--- config.mk ---
export PLATFORM = sky130hd
export DESIGN_NAME = ysyx_24100005_ifu
export DESIGN_NICKNAME = d
export VERILOG_FILES = /design/src/rtl/ysyx_24100005_pkg.sv /design/src/rtl/ysyx_24100005_sync_fifo.sv /design/src/rtl/ysyx_24100005_ifu.sv
export SDC_FILE = /design/constraint.sdc
export NUM_CORES = 1
export LEC_CHECK = 0
export BUFFER_PORTS_ARGS = -buffer_cell sky130_fd_sc_hd__clkbuf_2
export CAP_MARGIN = 20
export CORE_MARGIN = 10
export CORE_UTILIZATION = 55
export CTS_CLUSTER_DIAMETER = 120
export DETAILED_ROUTE_END_ITERATION = 10
export PLACE_DENSITY = 0.76
export RECOVER_POWER = 50
export SYNTH_ARGS = -nofsm -noshare
export SYNTH_HDL_FRONTEND = slang
export SYNTH_SLANG_ARGS = --single-unit
--- constraint.sdc ---
create_clock -name clk -period 5.5 [get_ports clk]
set_input_delay 0.275 -clock clk [delete_from_list [all_inputs] [get_ports clk]]
set_output_delay 0.275 -clock clk [all_outputs]
set_load 0.02 [all_outputs]
--- src/rtl/ysyx_24100005_pkg.sv ---
// Shared definitions for the ysyx_24100005 instruction fetch path:
// SYSTEM-opcode constants and the IFU state type.
package ysyx_24100005_pkg;

   localparam logic [6:0]  OPC_SYSTEM  = 7'b1110011;
   localparam logic [31:0] INST_EBREAK = 32'h0010_0073;

   typedef enum logic {
      FETCH = 1'b0,
      HALT  = 1'b1
   } ifu_state_e;

   // Exact match only, so ecall (same opcode, imm=0) is never mistaken for ebreak.
   function automatic logic is_ebreak(input logic [31:0] word);
      return (word[6:0] == OPC_SYSTEM) && (word == INST_EBREAK);
   endfunction

endpackage

--- src/rtl/ysyx_24100005_sync_fifo.sv ---
// Synchronous FIFO with first-word-fall-through head, occupancy count and flush.
// Push while full is accepted only when a pop frees the slot in the same cycle.
module ysyx_24100005_sync_fifo #(
   parameter int WIDTH = 32,
   parameter int DEPTH = 2
) (
   input  logic                       clk,
   input  logic                       rst,
   input  logic                       flush,
   input  logic                       push,
   input  logic [WIDTH-1:0]           push_data,
   input  logic                       pop,
   output logic [WIDTH-1:0]           head,
   output logic                       empty,
   output logic                       full,
   output logic [$clog2(DEPTH+1)-1:0] count
);

   localparam int AW    = (DEPTH > 1) ? $clog2(DEPTH) : 1;
   localparam int CW    = $clog2(DEPTH + 1);
   localparam int SLOTS = 1 << AW;

   logic [WIDTH-1:0] mem [SLOTS];
   logic [AW-1:0]    rd_ptr;
   logic [AW-1:0]    wr_ptr;
   logic             do_push;
   logic             do_pop;

   function automatic logic [AW-1:0] bump(input logic [AW-1:0] ptr);
      return (ptr == AW'(DEPTH - 1)) ? '0 : ptr + AW'(1);
   endfunction

   assign empty   = (count == '0);
   assign full    = (count == CW'(DEPTH));
   assign do_pop  = pop && !empty;
   assign do_push = push && (!full || do_pop);
   assign head    = mem[rd_ptr];

   always_ff @(posedge clk) begin
      if (rst || flush) begin
         rd_ptr <= '0;
         wr_ptr <= '0;
         count  <= '0;
      end else begin
         if (do_push) wr_ptr <= bump(wr_ptr);
         if (do_pop)  rd_ptr <= bump(rd_ptr);
         if (do_push && !do_pop)      count <= count + CW'(1);
         else if (do_pop && !do_push) count <= count - CW'(1);
      end
   end

   // Storage is not reset; only slots between the pointers are ever treated as valid.
   always_ff @(posedge clk) begin
      if (!rst && !flush && do_push) mem[wr_ptr] <= push_data;
   end

endmodule

--- src/rtl/ysyx_24100005_ifu.sv ---
// Instruction fetch unit: owns the PC, issues credit-limited in-order fetches,
// buffers returned instructions for decode, handles redirects and ebreak halt.
module ysyx_24100005_ifu
   import ysyx_24100005_pkg::*;
#(
   parameter int              XLEN        = 32,
   parameter logic [XLEN-1:0] RESET_PC    = XLEN'(32'h8000_0000),
   parameter int              DEPTH       = 2,
   parameter bit              EBREAK_HALT = 1'b1
) (
   input  logic            clk,
   input  logic            rst,
   output logic            req_valid,
   input  logic            req_ready,
   output logic [XLEN-1:0] req_addr,
   input  logic            resp_valid,
   input  logic [31:0]     resp_data,
   output logic            inst_valid,
   input  logic            inst_ready,
   output logic [31:0]     inst,
   output logic [XLEN-1:0] inst_pc,
   input  logic            redirect_valid,
   input  logic [XLEN-1:0] redirect_pc,
   output logic            ebreak_o,
   output logic            halted
);

   localparam int          CW      = $clog2(DEPTH + 1);
   localparam logic [CW:0] DEPTH_W = DEPTH[CW:0];

   ifu_state_e       state;
   logic [XLEN-1:0]  pc_q;
   logic [CW-1:0]    discard;
   logic [CW-1:0]    outstanding;
   logic [CW-1:0]    outstanding_next;
   logic [CW-1:0]    inst_count;
   logic [CW:0]      credit_used;
   logic [XLEN-1:0]  tag_head;
   logic [XLEN+31:0] inst_head;
   logic             tag_empty;
   logic             tag_full;
   logic             inst_empty;
   logic             inst_full;
   logic             req_fire;
   logic             inst_fire;
   logic             redirect_take;
   logic             ebreak_take;
   logic             drop_discard;
   logic             inst_push;
   logic             inst_flush;
   logic [1:0]       unused_redirect_low;

   // Every fetch holds one credit from acceptance until decode consumes or the IFU drops it.
   assign credit_used = {1'b0, outstanding} + {1'b0, inst_count};
   assign req_valid   = !rst && (state == FETCH) && (credit_used < DEPTH_W);
   assign req_addr    = pc_q;
   assign inst_valid  = (state == FETCH) && !inst_empty;
   assign inst        = inst_head[XLEN+31:XLEN];
   assign inst_pc     = inst_head[XLEN-1:0];
   assign halted      = (state == HALT);

   assign req_fire      = req_valid && req_ready;
   assign inst_fire     = inst_valid && inst_ready;
   assign redirect_take = redirect_valid && (state == FETCH);
   assign ebreak_take   = inst_fire && is_ebreak(inst);
   assign drop_discard  = resp_valid && (discard != '0);
   assign inst_push     = resp_valid && (discard == '0) && (state == FETCH);
   assign inst_flush    = redirect_take || (ebreak_take && EBREAK_HALT);

   assign outstanding_next    = outstanding + CW'(req_fire) - CW'(resp_valid);
   assign unused_redirect_low = redirect_pc[1:0];

   // The tag FIFO is never flushed, so its occupancy is exactly the in-flight count.
   ysyx_24100005_sync_fifo #(
      .WIDTH (XLEN),
      .DEPTH (DEPTH)
   ) u_tag_fifo (
      .clk       (clk),
      .rst       (rst),
      .flush     (1'b0),
      .push      (req_fire),
      .push_data (pc_q),
      .pop       (resp_valid),
      .head      (tag_head),
      .empty     (tag_empty),
      .full      (tag_full),
      .count     (outstanding)
   );

   ysyx_24100005_sync_fifo #(
      .WIDTH (XLEN + 32),
      .DEPTH (DEPTH)
   ) u_inst_fifo (
      .clk       (clk),
      .rst       (rst),
      .flush     (inst_flush),
      .push      (inst_push),
      .push_data ({resp_data, tag_head}),
      .pop       (inst_fire),
      .head      (inst_head),
      .empty     (inst_empty),
      .full      (inst_full),
      .count     (inst_count)
   );

   // On redirect every response still owed after this cycle belongs to the old path.
   always_ff @(posedge clk) begin
      if (rst) begin
         state    <= FETCH;
         pc_q     <= RESET_PC;
         discard  <= '0;
         ebreak_o <= 1'b0;
      end else begin
         ebreak_o <= ebreak_take;
         if (redirect_take) begin
            pc_q    <= {redirect_pc[XLEN-1:2], 2'b00};
            discard <= outstanding_next;
         end else begin
            if (req_fire)     pc_q    <= pc_q + XLEN'(4);
            if (drop_discard) discard <= discard - CW'(1);
         end
         if (ebreak_take && EBREAK_HALT) state <= HALT;
      end
   end

   always_ff @(posedge clk) begin
      if (!rst) begin
         assert (!(inst_push && !inst_flush && inst_full && !inst_fire));
         assert (!(req_fire && tag_full));
         assert (!(resp_valid && tag_empty));
      end
   end

endmodule

==> results.md, run 1 <==
* Outcome: complete, but fails checks
* Failing checks: capacitance limit, slew limit
* Transition time of the tightest slew-check pin at approximately 1.9 ns
* Post-CTS setup buffer count at 0
* First-pass GRT wire length at roughly 33000 µm
* Ports at 170
* CTS Buf Count at 23
* Die area at 22550 µm²
* Clk pwr share at 0.344
* RSZ-0062 raised after global routing: false
* Async set-reset flop share out of synthesis at 0
* CP arrival at ~4.3 ns
* Post-Synthesis Cell Area at 9316 µm²
* Comb pwr share at 0.145
* Post-DP HPWL at 14540 µm
* Site Rows at 47
* Min setup slack post-route at approximately 1.3 ns
* Max-Slew Margin vs Limit at -0.2784
* Routed WL at around 21000 µm
* Register bit total from synthesis at 228
* Vias in the first global route at roughly 6000
* Num Clock Sinks at 228
* Worst hold path type: primary input to flop
* Worst clock skew at 0.01285 ns
* Main flop type after synthesis: edfxtp_1
* Worst-path fanout max at between 40 and 50
* Post-synth EDFFs at about 180
* Number of routed nets with antenna violations at 0
* Via count at 5800
* Post-synthesis cell type count at 49
* Layout area overhead at 20.86%
* Mapped Avg Cell Area at between 15 and 20 µm²
* Largest net degree at the start of global routing at 62
* CTS tree: done
* Worst path max stage delay at between 1.5 and 2 ns
* Post-layout min period at ~4.2 ns
* Maximum VDD drop at between 0.2 and 0.25 mV
* IO Port Bufs at 163
* Post-route cell area at roughly 11000 µm²
* WL/cell at 20.32 µm
* Global-route usage over all layers at 0.1855
* CP Data Required Time at roughly 5.6 ns
* Pre-CTS WS at approximately 1.9 ns
* Root Driver: clkbuf_16
* Sequential share of the synthesized area at 0.6876
* Area after DPL at slightly above 10000 µm²
* Max-Cap Viols at 1
* Clock Tree Buf Depth at 3
* Core Box Area at 16580 µm²
* # nets final at roughly 890
* Fraction of layout instances using a drive strength above 1 at 0.2289
* Critical path, cell by cell: nor4_1 -> nand4_1 -> o21ai_0 -> and4_1 -> nor2_4 -> buf_4
* Setup_tns at 0 ns
* Die width at between 150 and 200 µm
* 1st-iter DRT viols at about 430
* Slowest cell on crit path: dfxtp_1
* Seq pwr share at 0.511
* H-Tree Depth at 1
* Clock transition at the registers of the reported paths at roughly 0.060 ns
* N_diodes at 0
* Final GP Congestion at approximately 0.82
* Grt ovf at 0
* Type of origin of the critical path: flop
* Initial Util at 0.5618
* Initial antenna violation count at 0
* Util after Layout at 0.6790
* Sw power at 1.030 mW
* Final period util at 0.7656
* Switching share of power at 0.2479
* Max frequency at 237.5 MHz
* Max Transition Viols Final at 44
* Post-Synthesis Cells at between 600 and 700
* WS Path Type: flop to flop
* Vias/cell at about 5.5
* Final setup viols at 0
* First-pass DRT Iterations at 5
* Leak at approximately 3.8 nW
* YS warnings at 0
* Final Hold Fails at 0
* Residual DRC count at 0
* Endpoint class of the critical path: flop
* Total power at about 4.2 mW
* Clk Latency, worst-skew pair at about 0.50 ns
* Pwr/cell area at 369.1 nW/µm²
* Cell-internal power at ~3.1 mW
* Die Span Y at about 150 µm
[worst paths after layout]
kind	start	endpoint	slack, ns	depth (start not counted)
worst max register to register	flop	u_inst_fifo.mem[1][43]	1.29	6
worst min-delay path	redirect_pc[29]	req_addr[29]	0.03	3
worst max-delay path	flop	u_inst_fifo.mem[1][43]	1.29	6
worst min register to register	u_tag_fifo.rd_ptr	u_tag_fifo.rd_ptr	0.51	2
[per-layer routing]
layer,vias up,track usage,share of wire
met4,0,0.05734,0.022
li1,2731,-,-
met5,-,0,0
met2,190,0.3160,0.50
met1,2840,0.2317,0.40
met3,39,0.04112,0.069
[layout make-up]
cell class | instances | area (µm²)
Sequential cell | 228 | 6406
Fill cell | 1187 | 5324
Multi-Input combinational cell | 346 | 2760
Timing Repair Buffer | 204 | 1085
Clock buffer | 38 | 651.9
Tap cell | 220 | 275.3
Inverter | 11 | 41.29
Clock inverter | 3 | 40.04
[placed cells by master, fill, tap and decap left out, drive strengths merged, types with 2 or more instances in the layout]
| master | instances |
|---|---|
| nand4b | 2 |
| inv | 11 |
| nand4 | 12 |
| buf | 10 |
| and2 | 7 |
| nand3 | 11 |
| ha | 6 |
| xor2 | 11 |
| nor3 | 14 |
| nand2 | 21 |
| nand2b | 2 |
| dlygate4sd3 | 32 |
| a21oi | 4 |
| mux2 | 90 |
| and3 | 2 |
| nor4b | 2 |
| dfxtp | 44 |
| and4 | 8 |
| nor2 | 45 |
| xnor2 | 28 |
| or3 | 3 |
| clkinv | 2 |
| mux2i | 3 |
| o21ai | 6 |
| nor2b | 3 |
| a211oi | 28 |
| nor4 | 23 |
| conb | 4 |
| clkbuf | 200 |
| edfxtp | 184 |
[flip-flops by register name, summed over array words and instances, names as in the netlist, named ones only]
signal / flops
discard: 2
u_tag_fifo.mem: 60
u_tag_fifo.wr_ptr: 1
halted: 1
u_tag_fifo.rd_ptr: 1
u_inst_fifo.rd_ptr: 1
u_tag_fifo.count: 2
u_inst_fifo.count: 2
ebreak_o: 1
u_inst_fifo.mem: 124
req_addr: 30
u_inst_fifo.wr_ptr: 1
[cell families (layout without fill, tap and decap cells)]
group / count (synthesis) / after routing / synth area share
AO/OA/AOI/OAI: 45 / 45 / 0.03532
XOR/XNOR: 39 / 39 / 0.03666
adder cells (fa/ha/maj): 7 / 7 / 0.01021
buffers and inverters: 42 / 256 / 0.01947
flip-flops: 228 / 228 / 0.6876
multiplexers: 93 / 93 / 0.1120
other: 1 / 4 / 0.0004025
AND/OR/NAND/NOR: 158 / 158 / 0.09831
[critical path: cells and delay by family (launching register included)]
kind	cells	cell delay, ns
buffers and inverters	1	0.57
AO/OA/AOI/OAI	1	0.17
AND/OR/NAND/NOR	4	1.42
flip-flops	1	1.62
[power groups by stage]
stage          Combinational (mW)  Clock, mW  Sequential, mW
2_1_floorplan               0.418          0            2.14
3_3_place_gp                0.586          0            2.15
3_5_place_dp                0.609          0            2.16
4_1_cts                     0.635       1.45            2.12
5_1_grt                     0.658       1.52            2.14
6_report                    0.601       1.43            2.12
[per-stage QoR]
stage,instances,hold slack [ns]
floorplan,616,0.3739
global placement,977,0.4654
detailed placement,977,0.4707
CTS,1050,0.01313
global route,1050,0.04156
finish,1050,0.02762
[Yosys cell counts (2+ instances only)]
cell      number  share of area
edfxtp_1     184           0.59
mux2i_1        3         0.0032
o21ai_0        5         0.0027
and2_1         7         0.0047
nor2b_1        3         0.0020
nand2_1       21         0.0085
nand3_1       10         0.0054
a211oi_1      27          0.022
and3_1         2         0.0013
mux2_2        90           0.11
or3_1          3         0.0020
dfxtp_1       44          0.095
nor3_1        14         0.0075
nor4b_1        2         0.0019
nor4_2         8          0.011
buf_4          4         0.0032
a21oi_1        4         0.0021
clkbuf_1      24         0.0097
and4_1         8         0.0075
ha_1           6         0.0081
nand4_1       10         0.0067
inv_1         11         0.0044
nor4_1        14         0.0094
nor2_1        45          0.018
nand4b_1       2         0.0019
xnor2_1       28          0.026
xor2_1        11          0.010
nand2b_1       2         0.0013
[what timing repair did]
action	in CTS	in global routing
endpoints found under the hold margin	64	0
gates resized for setup	0	0
hold buffers	32	0
No activity file was read; power rests on OpenSTA's default activity.
==> run 2: changes to the inputs <==
- ABC_AREA: unset -> 1
- CORE_UTILIZATION: 55 -> 56
- PLACE_DENSITY: 0.76 -> 0.77
- clock period: 5.5 -> 4.4 ns (I/O delays scaled with it)
==> results.md, run 2 <==
* CTS Buf Count at 23 (unchanged)
* Count leader, synth: nand2_1
* Post-Synthesis Cells at 960 (+57%)
* Vias in the first global route at 7283 (+20%)
* Top routing layer used: met4
* CTS tree: done
* Met3 routed WL at 1755 µm (+19%)
* First-pass DRT Iterations at 5 (unchanged)
* Cts repair resizes at 0 (unchanged)
* Hold_buf cts at 35 (+9.4%)
* Fraction of layout instances using a drive strength above 1 at 0.1244 (-0.1046)
* Slowest cell on crit path: clkbuf_2
* Core Box Area at 17240 µm² (+3.9%)
* Sequential share of the synthesized area at 0.6511 (-0.03655)
* Setup_tns at 0 ns (unchanged)
* Initial antenna violation count at 0 (unchanged)
* Clock Tree Buf Depth at 3 (unchanged)
* Layout fillers at 1264 (+6.5%)
* Max Transition Viols Final at 112 (+150%)
* First-pass GRT wire length at 36650 µm (+11%)
* Site Rows at 48 (+2.1%)
* Post-Synthesis Cell Area at 9839 µm² (+5.6%)
* Area fraction in and, or, nand and nor cells after synthesis at 0.1981 (+0.09981)
* Final setup viols at 0 (unchanged)
* Post-DP HPWL at 15390 µm (+5.8%)
* Ports at 170 (unchanged)
* Min setup slack post-route at 1.068 ns (-0.2216 ns)
* Residual DRC count at 0 (unchanged)
* IO Port Bufs at 163 (unchanged)
* Vias/cell at 5.227 (-5.4%)
* Ranking of synthesized cells by area: edfxtp_1 (56%), nand2_1 (11%), dfxtp_1 (9.0%), nor2_1 (3.9%), inv_1 (3.6%)
* Num Clock Sinks at 228 (unchanged)
* Via count at 7313 (+26%)
* Synth area leader: edfxtp_1
* Main flop type after synthesis: edfxtp_1
* Commonest cells post-synth: nand2_1 (296), edfxtp_1 (184), nor2_1 (101)
* RSZ-0062 raised after global routing: false
* Die Span Y at 152.6 µm (+1.6%)
* # nets final at 1235 (+39%)
* Endpoint class of the critical path: flop
* WS Path Type: flop to flop
* Maximum VDD drop at 0.2796 mV (+18%)
* Max-Slew Margin vs Limit at -0.1643 (+0.1141)
* Register bit total from synthesis at 228 (unchanged)
* Type of origin of the critical path: flop
* Area of the multi-input gates at 2861 µm² (+3.7%)
* Largest net degree at the start of global routing at 81 (+31%)
* Post-Synth Adder-Cell Area at 0.009664 (-0.0005425)
* Reg area at 6407 µm² (about the same)
* Post-layout min period at 3.332 ns (-0.8784 ns)
* Pre-CTS WS at 1.419 ns (-0.4782 ns)
* Main combinational cell family by area after synthesis: simple AND/OR/NAND/NOR gates
* CP Data Required Time at 4.62 ns (-1.01 ns)
* WL/cell at 16.61 µm (-18%)
* Pwr/cell area at 473.8 nW/µm² (+28%)
* Clock transition at the registers of the reported paths at 0.06 ns (about the same)
* Async set-reset flop share out of synthesis at 0 (unchanged)
* Failing checks: capacitance limit, slew limit
* Worst hold path type: primary input to flop
* H-Tree Depth at 1 (unchanged)
* Clk Latency, worst-skew pair at 0.50 ns (about the same)
* Max frequency at 300.1 MHz (+26%)
* Post-synthesis cell type count at 38 (-22%)
* Worst clock skew at 0.01351 ns (+0.0006609 ns)
* Outcome: complete, but fails checks
* Post-synth EDFFs at 184 (unchanged)
* Mux contribution to synthesized area at 0.03433 (-0.07767)
* 1st-iter DRT viols at 639 (+50%)
* Global-route usage over all layers at 0.1896 (+0.004113)
* Layout area overhead at 20.49%
* M1 WL at 9711 µm (+13%)
* Leak at 4.640 nW (+22%)
* Worst path most repeated cell: nand2_1
* Max-Cap Viols at 2 (+1)
* N_diodes at 0 (unchanged)
* Post-synth top area share at 0.5615 (-0.03152)
* YS warnings at 0 (unchanged)
* Final Hold Fails at 0 (unchanged)
* Post-CTS setup buffer count at 0 (unchanged)
* Die width at 152.6 µm (+1.6%)
* Routed WL at 23230 µm (+8.9%)
* Commonest non-fill, non-tap cells in the layout: nand2_1 (296), edfxtp_1 (184), nor2_1 (98), inv_1 (96), clkbuf_1 (87)
* Worst-path fanout max at 80 (+86%)
* CP arrival at 3.55 ns (-0.79 ns)
* Die area at 23270 µm² (+3.2%)
* Largest Register: u_inst_fifo.mem
* Xor/xnor share of the synthesized area at 0.006231 (-0.03043)
* Initial Util at 0.5708 (+0.009055)
* Final GP Congestion at 0.8843 (+7.4%)
* Met2 WL post-DR at 11230 µm (+4.3%)
* Worst path max stage delay at 1.13 ns (-0.49 ns)
* Mapped Avg Cell Area at 10.25 µm² (-33%)
* Root Driver: clkbuf_16
* Number of routed nets with antenna violations at 0 (unchanged)
* Commonest non-fill, non-tap cell in the layout: nand2_1
* Largest register FFs at 124 (unchanged)
* Synth Area in Compound Gates at 0.04069 (+0.005371)
* Final period util at 0.7574 (-0.008233)
* Grt ovf at 0 (unchanged)
* Transition time of the tightest slew-check pin at 1.746 ns (-0.1686 ns)
* Critical path, cell by cell: clkbuf_2 -> nand2_1 -> o21ai_1 -> nand2_1 -> nor2_1 -> nand2_1 -> nor2_1 -> nand3_2 -> nand2_4 -> nor2_4 -> buf_12
[run 2: cell families after synthesis]
| family | after synthesis |
|---|---|
| compound gates | 74 |
| xor+xnor | 7 |
| fa+ha+maj | 7 |
| buf+inv | 136 |
| flops | 228 |
| mux | 30 |
| other cells | 1 |
| simple gates | 477 |
[run 2: cell type report]
class | instances | area share
clock buffer | 30 | 0.05245
inverter | 100 | 0.03187
clock inverter | 11 | 0.01361
tap | 225 | 0.02375
timing repair buffer | 206 | 0.09646
sequential | 228 | 0.5405
multi-input combinational | 599 | 0.2414
[run 2: critical path, delay by kind of cell, from the launching register on]
| kind | cells | cell delay (ns) |
|---|---|---|
| flops | 1 | 0.35 |
| compound gates | 1 | 0.21 |
| simple gates | 8 | 1.08 |
| buf+inv | 2 | 1.33 |
[run 2: metal layers]
| layer | global-route usage | vias to the layer above |
|---|---|---|
| met5 | 0 | - |
| met4 | 0.05223 | 0 |
| met3 | 0.04318 | 50 |
| met2 | 0.3192 | 289 |
| met1 | 0.2410 | 3412 |
| li1 | - | 3562 |
[run 2: power breakdown]
part           total, mW  switching [mW]  internal, mW  leakage, nW
Combinational      0.923           0.622         0.301         2.22
Clock               2.01           0.776          1.23        0.376
Sequential          2.69           0.102          2.59         2.04
Total               5.62            1.50          4.12         4.64
[run 2: per-stage QoR]
stage | util | power (mW) | area (µm²) | hold WS, ns | std cells
5_1_grt | 0.6878 | 5.855 | 11860 | 0.02586 | 1399
3_5_place_dp | 0.6291 | 3.666 | 10840 | 0.4125 | 1323
2_1_floorplan | - | 3.358 | 9853 | 0.3189 | 963
6_report | 0.6878 | 5.617 | 11860 | 0.01921 | 1399
3_3_place_gp | 0.6291 | 3.629 | 10840 | 0.4089 | 1323
4_1_cts | 0.6949 | 5.691 | 11980 | 0.00004163 | 1399
[run 2: path summary, 6_finish.rpt]
kind                            slack (ns)                     end               from  depth (start not counted)
worst max-delay path                  1.07  u_inst_fifo.mem[1][29]               flop                         11
worst min register to register        0.46                    flop  u_tag_fifo.rd_ptr                          1
worst min-delay path                  0.02             req_addr[2]     redirect_pc[2]                          3
worst max register to register        1.07  u_inst_fifo.mem[1][29]               flop                         11
